`config.mk`:
```
export PLATFORM = sky130hd
export DESIGN_NAME = seq_ctrl_conditioner
export DESIGN_NICKNAME = d
export VERILOG_FILES = /design/src/rtl/seq_ctrl_conditioner.sv
export SDC_FILE = /design/constraint.sdc
export NUM_CORES = 1
export LEC_CHECK = 0
export ABC_AREA = 0
export BUFFER_PORTS_ARGS = -buffer_cell sky130_fd_sc_hd__buf_4
export CAP_MARGIN = 20
export CORE_AREA = 2 2 54 56
export DETAILED_ROUTE_END_ITERATION = 7
export DIE_AREA = 0 0 56 58
export PLACE_DENSITY = 0.63
export SLEW_MARGIN = 10
export SYNTH_ARGS = -nofsm -noshare
export SYNTH_HDL_FRONTEND = slang
export SYNTH_SLANG_ARGS = --single-unit
```
`constraint.sdc`:
```
create_clock -name clk -period 1.94 [get_ports clk]
set_input_delay 0.194 -clock clk [delete_from_list [all_inputs] [get_ports clk]]
set_output_delay 0.194 -clock clk [all_outputs]
set_load 0.05 [all_outputs]
```
`src/rtl/seq_ctrl_conditioner.sv`:
```
`default_nettype none
// ============================================================================
// Module      : seq_ctrl_conditioner
// Description : Input conditioning ahead of the five-state sequencer.
//               Each raw board input is passed through a 2-flop synchronizer
//               and a counter-based debouncer. The push buttons are also
//               edge-detected to produce press events. Completed sequence
//               passes are counted from the sequencer's terminal flag.
//
// Ports       : clk            system clock, rising edge
//               rst            asynchronous active-high reset
//               btn_pause_n    raw pause button (active-low, async, bouncy)
//               btn_restart_n  raw restart button (active-low, async, bouncy)
//               sw_goto_third  raw slide switch (active-high, async, bouncy)
//               terminal_in    sequencer terminal flag (synchronous pulse)
//               pause          toggles on each debounced pause press
//               restart        one-cycle pulse per debounced restart press
//               goto_third     debounced switch level
//               run_count      saturating count of terminal_in rising edges
//
// Revision    : 1.0  initial release
// ============================================================================
module seq_ctrl_conditioner #(
  parameter int DB_CYCLES = 4,
  parameter int CNT_W     = 8
) (
  input  logic             clk,
  input  logic             rst,
  input  logic             btn_pause_n,
  input  logic             btn_restart_n,
  input  logic             sw_goto_third,
  input  logic             terminal_in,
  output logic             pause,
  output logic             restart,
  output logic             goto_third,
  output logic [CNT_W-1:0] run_count
);

  localparam int c_n_ch = 3;
  localparam int c_cw   = $clog2(DB_CYCLES);

  localparam logic [c_cw-1:0]  c_cnt_max = c_cw'(DB_CYCLES - 1);
  localparam logic [c_cw-1:0]  c_cnt_one = c_cw'(1);
  localparam logic [CNT_W-1:0] c_run_one = CNT_W'(1);
  localparam logic [CNT_W-1:0] c_run_sat = '1;

  // Channel order: 0 = pause button, 1 = restart button, 2 = switch.
  // Buttons idle released (high); the switch idles low.
  localparam logic [c_n_ch-1:0] c_rst_val = 3'b011;

  logic [c_n_ch-1:0] w_raw;
  logic [c_n_ch-1:0] w_stable;

  assign w_raw = {sw_goto_third, btn_restart_n, btn_pause_n};

  // --------------------------------------------------------------------------
  // Synchronizer + debouncer per input. The stable value only follows the
  // synchronized input after DB_CYCLES consecutive disagreeing cycles; any
  // agreeing cycle restarts the count.
  // --------------------------------------------------------------------------
  for (genvar g = 0; g < c_n_ch; g++) begin : g_ch
    logic            r_sync1;
    logic            r_sync2;
    logic            r_stable;
    logic [c_cw-1:0] r_cnt;

    always_ff @(posedge clk or posedge rst) begin
      if (rst) begin
        r_sync1  <= c_rst_val[g];
        r_sync2  <= c_rst_val[g];
        r_stable <= c_rst_val[g];
        r_cnt    <= '0;
      end else begin
        r_sync1 <= w_raw[g];
        r_sync2 <= r_sync1;
        if (r_sync2 != r_stable) begin
          if (r_cnt == c_cnt_max) begin
            r_stable <= r_sync2;
            r_cnt    <= '0;
          end else begin
            r_cnt <= r_cnt + c_cnt_one;
          end
        end else begin
          r_cnt <= '0;
        end
      end
    end

    assign w_stable[g] = r_stable;
  end

  // --------------------------------------------------------------------------
  // Press detection: released (1) in the previous cycle, pressed (0) now.
  // --------------------------------------------------------------------------
  logic [1:0] r_btn_prev;
  logic       w_pause_press;
  logic       w_restart_press;

  always_ff @(posedge clk or posedge rst) begin
    if (rst) begin
      r_btn_prev <= 2'b11;
    end else begin
      r_btn_prev <= w_stable[1:0];
    end
  end

  assign w_pause_press   = r_btn_prev[0] & ~w_stable[0];
  assign w_restart_press = r_btn_prev[1] & ~w_stable[1];

  // --------------------------------------------------------------------------
  // Pause level and restart pulse. Restart has priority over a pause toggle
  // landing on the same edge, so the pause press is dropped.
  // --------------------------------------------------------------------------
  logic r_pause;
  logic r_restart;

  always_ff @(posedge clk or posedge rst) begin
    if (rst) begin
      r_pause   <= 1'b0;
      r_restart <= 1'b0;
    end else begin
      r_restart <= w_restart_press;
      if (w_restart_press) begin
        r_pause <= 1'b0;
      end else if (w_pause_press) begin
        r_pause <= ~r_pause;
      end
    end
  end

  // --------------------------------------------------------------------------
  // Pass counter. terminal_in is already synchronous, so it is edge-detected
  // directly and counted on the same edge it is first seen high.
  // --------------------------------------------------------------------------
  logic             r_term_d;
  logic [CNT_W-1:0] r_run_count;
  logic             w_term_rise;

  assign w_term_rise = terminal_in & ~r_term_d;

  always_ff @(posedge clk or posedge rst) begin
    if (rst) begin
      r_term_d    <= 1'b0;
      r_run_count <= '0;
    end else begin
      r_term_d <= terminal_in;
      if (w_restart_press) begin
        r_run_count <= '0;
      end else if (w_term_rise && (r_run_count != c_run_sat)) begin
        r_run_count <= r_run_count + c_run_one;
      end
    end
  end

  assign pause      = r_pause;
  assign restart    = r_restart;
  assign goto_third = w_stable[2];
  assign run_count  = r_run_count;

endmodule
`default_nettype wire

```
==> flow_summary.yaml, run 1 <==
critical_path:
  worstPathMaxFanout: 6
  type_of_the_worst_setup_path: "flop to flop"
  cp.arrival_ns: 1.68
  endpoint_kind: "flop"
  cpLargestDelayFamily: "flip-flops"
  cp.buffers_inverters: 0
  timing.critical_path.required_ns: 2.18
  critical-path-slowest-cell: "sky130_fd_sc_hd__dfrtp_1"
  slowest_delay_ns: 0.46
  series_of_cell_instances_along_the_critical_path: "ha_1 -> and2_1 -> and3_1 -> a311oi_1"
  startpoint_type: "flop"
clocking:
  sinks_on_clock_net: 28
  cts.repair_timing.setup_buffer_count: 0
  cts_tree: "done"
  clock_tree.buffer_depth: 2
  master_cell_of_the_clock_root_buffer: "sky130_fd_sc_hd__clkbuf_4"
  cts-htree-levels: 1
  clk_pin_slew_ns: 0.14
  clk-insertion-delay-late_ns: 0.32
  cts_made_buffers: 3
grt:
  globalRoute.totalOverflow: 0
  grt_start_max_net_pins: 29
  grt_antenna_before_repair: 0
  vias_in_the_first_global_route: 714
  grt_util_all_layers: 0.115
  wire_length_of_the_first_global_routing_pass_mm: 2.94
timing:
  slew_headroom: 0.661
  fmaxAchievable_mhz: 694
  final_critical_path_setup_slack_ns: 0.498
  final-setup-viol-count: 0
  timing.setup.tns_ns: 0
  timing_hold_violations_final: 0
  slew_viol_final: 0
  post-route-period-util: 0.743
  grt_setup_unrepaired: "false"
  min_period_ns: 1.44
  tightestPinTransition_ns: 0.508
  worst_clock_skew_ns: 0.00307
pwr:
  total_switching_power_mw: 0.623
  cellLeakagePower_nw: 0.631
  internal_dissipation_mw: 1.21
  clock_power_share: 0.203
  sequential_power_share: 0.474
  power-per-cell-area_nw_per_um2: 1320
  power.switching_fraction: 0.339
  power.share.combinational: 0.322
  ir_worst_vdd_mv: 0.774
place:
  io_buffer_count: 16
  place_ws_ns: 0.533
  dp_hpwl_mm: 1.21
  placement.cell_area_um2: 1290
  weighted_congestion_reported_at_the_end_of_routability_driven_placement: 0.747
drt:
  via_count: 747
  ant_nets: 0
  mean_routed_wirelength_per_cell_um: 12.0
  viasPerCell: 5.30
  drt_first_iter_violations: 9
  finalWirelength_mm: 1.70
  dr.pass1.iters: 4
  drt_drc_violations_left: 0
yosys:
  synth_area_leaders: "sky130_fd_sc_hd__dfrtp_1, sky130_fd_sc_hd__dfstp_2, sky130_fd_sc_hd__ha_1, sky130_fd_sc_hd__xnor2_1, sky130_fd_sc_hd__mux2_2"
  synthTopCellsByCount: "sky130_fd_sc_hd__dfrtp_1, sky130_fd_sc_hd__dfstp_2, sky130_fd_sc_hd__nand2_1, sky130_fd_sc_hd__nor2b_1"
  portion_of_synthesized_cell_area_occupied_by_the_leading_cell_type: 0.441
  postSynthAreaPerCell_um2: 13.2
  synthesized_flop_and_latch_total: 28
  synth_cell_types: 28
  synth_top_area_cell: "sky130_fd_sc_hd__dfrtp_1"
  yosys_most_used_dff: "sky130_fd_sc_hd__dfrtp_1"
  synth-edff-count: 0
  synthCells: 86
  synth-seq-area-share: 0.626
  synth_fp_nets: 96
  post-synth-top-count-cell: "sky130_fd_sc_hd__dfrtp_1"
  ys_warn_count: 0
  synth-async-reset-ratio: 1.00
  post_synth_instance_area_um2: 1140
die:
  placement_rows: 19
  core-area_um2: 2660
  die_area_um2: 3250
  ios: 17
  chipWidth_um: 56
  initial_cell_density_of_the_core: 0.427
  chipHeight_um: 58
layout:
  antenna-diode-count: 0
  synthToLayoutAreaGrowth_pct: 22.8
  proportion_of_layout_cells_with_a_drive_suffix_above_1: 0.327
  layout.cell_area.non_filler_um2: 1400
  num-nets-final: 121
min_path:
  hold_path_class: "flop to flop"
job:
  maxCapViolations: 0
run_status:
  outcome: "finished clean"
==> logic make-up (layout without fill, tap and decap cells) <==
kind of cell / count (synthesis) / after routing / share of synthesized area
DFF: 28 / 28 / 0.626
and+or+nand+nor: 26 / 26 / 0.133
AOI/OAI and AO/OA: 14 / 14 / 0.100
muxes: 5 / 5 / 0.0474
buffers and inverters: 5 / 29 / 0.0187
adders and majority gates: 4 / 4 / 0.0441
xor gates and xnor gates: 4 / 4 / 0.0308
==> state kept, by name (all words and copies together), names as in the netlist <==
name,flops
g_ch.r_cnt,6
run_count,8
pause,1
g_ch.r_sync1,3
r_btn_prev,2
g_ch.r_stable,2
restart,1
goto_third,1
g_ch.r_sync2,3
r_term_d,1
==> layout make-up <==
| class | count | area [um^2] |
|---|---|---|
| clock buffer | 3 | 22.5 |
| clock inverter | 1 | 30.0 |
| timing repair buffer | 22 | 178 |
| inverter | 3 | 11.3 |
| fill | 244 | 1270 |
| tap | 31 | 38.8 |
| sequential | 28 | 711 |
| multi-input combinational | 53 | 404 |
==> metrics by stage <==
stage | std cells | power [mW] | utilization | hold slack (ns)
finish | 141 | 1.84 | 0.524 | 0.367
CTS | 141 | 1.86 | 0.524 | 0.368
global route | 141 | 1.95 | 0.524 | 0.375
floorplan | 86 | 1.31 | - | 0.198
detailed placement | 132 | 1.48 | 0.485 | 0.296
global placement | 132 | 1.46 | 0.485 | 0.278
==> layer usage <==
metal / routed length [um] / vias up / GRT usage
li1: - / 355 / -
met1: 780 / 373 / 0.138
met2: 848 / 19 / 0.202
met3: 69 / 0 / 0.0290
met4: 0 / 0 / 0.0408
met5: 0 / - / 0
==> cells in the final DEF (no fill, tap or decap), drive strengths merged, types with 4 or more instances in the layout <==
cell          n
dfrtp        20
buf          17
dfstp         8
nand2         5
nor2b         5
dlygate4sd3   5
a211oi        4
nor3          4
xnor2         4
ha            4
==> what timing repair did <==
item,in CTS,in global routing
resized for setup,0,0
hold buffers,5,0
endpoints found under the hold margin,24,0
==> path summary, 6_finish.rpt <==
kind	start	to	slack [ns]	cells past startpoint
hold reg to reg	g_ch[0].r_sync1$_DFF_PP1_	g_ch[0].r_sync2$_DFF_PP1_	0.37	0
max in group asynchronous	rst	g_ch[1].r_stable$_DFFE_PP1P_	1.16	4
min in group asynchronous	rst	run_count[1]$_DFFE_PP0P_	0.48	4
hold / removal	g_ch[0].r_sync1$_DFF_PP1_	g_ch[0].r_sync2$_DFF_PP1_	0.37	0
setup / recovery	run_count[0]$_DFFE_PP0P_	run_count[6]$_DFFE_PP0P_	0.50	4
setup reg to reg	run_count[0]$_DFFE_PP0P_	run_count[6]$_DFFE_PP0P_	0.50	4
==> power groups by stage <==
stage	Clock, mW	Combinational [mW]	Sequential [mW]
5_1_grt	0.408	0.653	0.893
3_3_place_gp	0	0.585	0.875
3_5_place_dp	0	0.594	0.884
2_1_floorplan	0	0.265	1.05
6_report	0.373	0.592	0.871
4_1_cts	0.389	0.603	0.873
No activity file was read; power rests on OpenSTA's default activity.
==> run 2, diff against run 1 <==
--- a/config.mk
+++ b/config.mk
@@ -5,13 +5,13 @@
 export SDC_FILE = /design/constraint.sdc
 export NUM_CORES = 1
 export LEC_CHECK = 0
-export ABC_AREA = 0
+export ABC_AREA = 1
 export BUFFER_PORTS_ARGS = -buffer_cell sky130_fd_sc_hd__buf_4
 export CAP_MARGIN = 20
-export CORE_AREA = 2 2 54 56
+export CORE_AREA = 2 2 55 57
 export DETAILED_ROUTE_END_ITERATION = 7
-export DIE_AREA = 0 0 56 58
-export PLACE_DENSITY = 0.63
+export DIE_AREA = 0 0 57 59
+export PLACE_DENSITY = 0.65
 export SLEW_MARGIN = 10
 export SYNTH_ARGS = -nofsm -noshare
 export SYNTH_HDL_FRONTEND = slang
==> constraint.sdc (replaced) <==
create_clock -name clk -period 1.23 [get_ports clk]
set_input_delay 0.123 -clock clk [delete_from_list [all_inputs] [get_ports clk]]
set_output_delay 0.123 -clock clk [all_outputs]
set_load 0.05 [all_outputs]
==> run 2 against run 1 <==
Synthesized area grew 3.4%; critical endpoint is now run_count[0]$_DFFE_PP0P_; hold slack got worse by 0.051 ns; non-clock buffer count up 9; count of clock-buffer cells in the layout unchanged; critical path depth grew 3; cell count up 34%; fmax up 19%; wire length up 25%; flip-flop and latch count stayed put; largest power group is now combinational cells; clock skew grew 0.0019 ns; cell area grew 14%; sequential share of layout area is 6.1 points lower.
==> flow_summary.yaml, run 2 <==
critical_path:
  series_of_cell_instances_along_the_critical_path: "ha_4 -> nand2_4 -> nor2_4 -> nand2_2 -> nand2_4 -> o21ai_2 -> nor2_1"
  endpoint_kind: "flop"
  crit-reg2reg-launch: "run_count[0]$_DFFE_PP0P_"
  cp.arrival_ns: 1.43
  worstPathMaxFanout: 5
  cp.buffers_inverters: 0
  type_of_the_worst_setup_path: "flop to flop"
  slowest_delay_ns: 0.45
  cpLargestDelayFamily: "flip-flops"
  path_common_cell: "sky130_fd_sc_hd__nand2_4"
  r2r_setup_slack_ns: 0.02
  timing.critical_path.required_ns: 1.45
  critical-path-slowest-cell: "sky130_fd_sc_hd__dfrtp_2"
  worst_r2r_endpoint: "run_count[0]$_DFFE_PP0P_"
  worstRegToRegCells: 7
  startpoint_type: "flop"
drt:
  mean_routed_wirelength_per_cell_um: 11.2
  viasPerCell: 4.77
  drt_drc_violations_left: 0
  finalWirelength_mm: 2.12
  ant_nets: 0
  dr.pass1.iters: 4
  via_count: 902
  drt_first_iter_violations: 7
yosys:
  synth-edff-count: 0
  portion_of_synthesized_cell_area_occupied_by_the_leading_cell_type: 0.426
  synth_top_area_cell: "sky130_fd_sc_hd__dfrtp_1"
  post-synth-top-count-cell: "sky130_fd_sc_hd__nand2_1"
  synth-seq-area-share: 0.605
  synth_fp_nets: 133
  synthesized_flop_and_latch_total: 28
  yosys_most_used_dff: "sky130_fd_sc_hd__dfrtp_1"
  synthCells: 123
  postSynthAreaPerCell_um2: 9.55
  ys_warn_count: 0
  synth_area_leaders: "sky130_fd_sc_hd__dfrtp_1, sky130_fd_sc_hd__dfstp_2, sky130_fd_sc_hd__nand2_1, sky130_fd_sc_hd__inv_1, sky130_fd_sc_hd__nor2_1"
  post_synth_instance_area_um2: 1170
  synth_cell_types: 18
  synth-async-reset-ratio: 1.00
  synthTopCellsByCount: "sky130_fd_sc_hd__nand2_1, sky130_fd_sc_hd__dfrtp_1, sky130_fd_sc_hd__inv_1"
pwr:
  finalPower_mw: 3.62
  clock_power_share: 0.162
  ir_worst_vdd_mv: 1.26
  sequential_power_share: 0.394
  power.share.combinational: 0.443
  total_switching_power_mw: 1.44
  power.switching_fraction: 0.397
  power-per-cell-area_nw_per_um2: 2270
  cellLeakagePower_nw: 0.784
  internal_dissipation_mw: 2.18
timing:
  final-setup-viol-count: 0
  post-route-period-util: 0.986
  slew_headroom: 0.742
  grt_setup_unrepaired: "true"
  tightestPinTransition_ns: 0.386
  slew_viol_final: 0
  timing_hold_violations_final: 0
  min_period_ns: 1.21
  worst_clock_skew_ns: 0.00502
  timing.setup.tns_ns: 0
  fmaxAchievable_mhz: 825
min_path:
  hold_path_class: "input pin to asynchronous set/reset pin"
die:
  chipHeight_um: 59
  placement_rows: 19
  die_area_um2: 3360
  ios: 17
  initial_cell_density_of_the_core: 0.434
  chipWidth_um: 57
  core-area_um2: 2710
grt:
  grt_util_all_layers: 0.132
  grt_antenna_before_repair: 0
  globalRoute.totalOverflow: 0
  wire_length_of_the_first_global_routing_pass_mm: 3.53
  grt_start_max_net_pins: 17
  vias_in_the_first_global_route: 884
place:
  weighted_congestion_reported_at_the_end_of_routability_driven_placement: 0.790
  placement.cell_area_um2: 1400
  count_of_placed_standard_cells_including_taps: 175
  dp_hpwl_mm: 1.47
  io_buffer_count: 16
layout:
  synthToLayoutAreaGrowth_pct: 35.7
  mostFrequentLayoutCells: "sky130_fd_sc_hd__buf_4, sky130_fd_sc_hd__nand2_1, sky130_fd_sc_hd__dfrtp_1"
  antenna-diode-count: 0
  fillerInstances: 234
  layout.cell_area.non_filler_um2: 1590
  proportion_of_layout_cells_with_a_drive_suffix_above_1: 0.386
  fin_cells: 189
  num-nets-final: 169
  layout_commonest_cell: "sky130_fd_sc_hd__buf_4"
  number_of_flip_flops_in_the_largest_register: 8
clocking:
  cts-htree-levels: 1
  cts_tree: "done"
  clock_tree.buffer_depth: 2
  cts_made_buffers: 3
  clk-insertion-delay-late_ns: 0.31
  sinks_on_clock_net: 28
  clk_pin_slew_ns: 0.15
  master_cell_of_the_clock_root_buffer: "sky130_fd_sc_hd__clkbuf_4"
run_status:
  outcome: "finished clean"
job:
  maxCapViolations: 0
[run 2: kinds of logic (layout without fill, tap and decap cells)]
logic type | after synthesis | in the layout | synth area share
compound gates | 12 | 12 | 0.0543
xor+xnor | 3 | 3 | 0.0224
fa+ha+maj | 4 | 4 | 0.0426
buf+inv | 17 | 51 | 0.0554
flops | 28 | 28 | 0.605
mux | 1 | 1 | 0.00958
simple gates | 58 | 59 | 0.211
[run 2: worst max-delay path by stage]
stage,slack (ns),start,depth (start not counted),to
floorplan,-0.16,run_count[1]$_DFFE_PP0P_,8,run_count[0]$_DFFE_PP0P_
global placement,0.01,run_count[1]$_DFFE_PP0P_,7,run_count[0]$_DFFE_PP0P_
detailed placement,-0.03,run_count[1]$_DFFE_PP0P_,7,run_count[0]$_DFFE_PP0P_
CTS,0.009,run_count[0]$_DFFE_PP0P_,2,run_count[0]
global route,-0.05,run_count[1]$_DFFE_PP0P_,8,run_count[6]$_DFFE_PP0P_
finish,0.02,run_count[0]$_DFFE_PP0P_,7,run_count[0]$_DFFE_PP0P_
[run 2: timing repair]
item,CTS,global route
hold buffers,5,0
gates cloned,1,1
setup endpoints to repair,6,10
setup buffers,0,3
pin swaps,2,4
endpoints found under the hold margin,12,0
gates resized for setup,4,16
[run 2: cell type report]
class                   count  area [um^2]  share of cell area
flip-flops and latches     28          714               0.448
multi-input cells          79          472               0.296
repair buffers             31          254               0.159
inverters                  16         62.6              0.0392
well taps                  31         38.8              0.0243
clock inverters             1         30.0              0.0188
clock buffers               3         22.5              0.0141
[run 2: per-stage QoR]
stage                util  worst slack (ns)  hold slack [ns]
finish              0.588            0.0173            0.315
global route        0.588           -0.0529            0.334
CTS                 0.559           0.00932            0.312
detailed placement  0.516           -0.0295            0.132
global placement    0.516            0.0143            0.125
floorplan               -            -0.157            0.127
[run 2: layer usage]
layer	vias to the layer above	wire length (um)	GRT usage
met5	-	0	0
met4	0	13	0.0233
met3	2	72	0.0306
met2	16	1130	0.241
met1	422	904	0.161
li1	462	-	-
[run 2: worst min-delay path: stages]
cell and delay [ns]:
sky130_fd_sc_hd__dlygate4sd3_1 0.53, sky130_fd_sc_hd__buf_4 0.13, sky130_fd_sc_hd__inv_1 0.29
[run 2: power groups by stage]
stage | Combinational (mW) | Sequential, mW | Clock (mW)
after global routing | 1.76 | 1.46 | 0.643
after global placement | 1.35 | 1.43 | 0
final | 1.60 | 1.43 | 0.588
after floorplan | 0.563 | 1.84 | 0
after CTS | 1.40 | 1.42 | 0.611
after detailed placement | 1.37 | 1.45 | 0
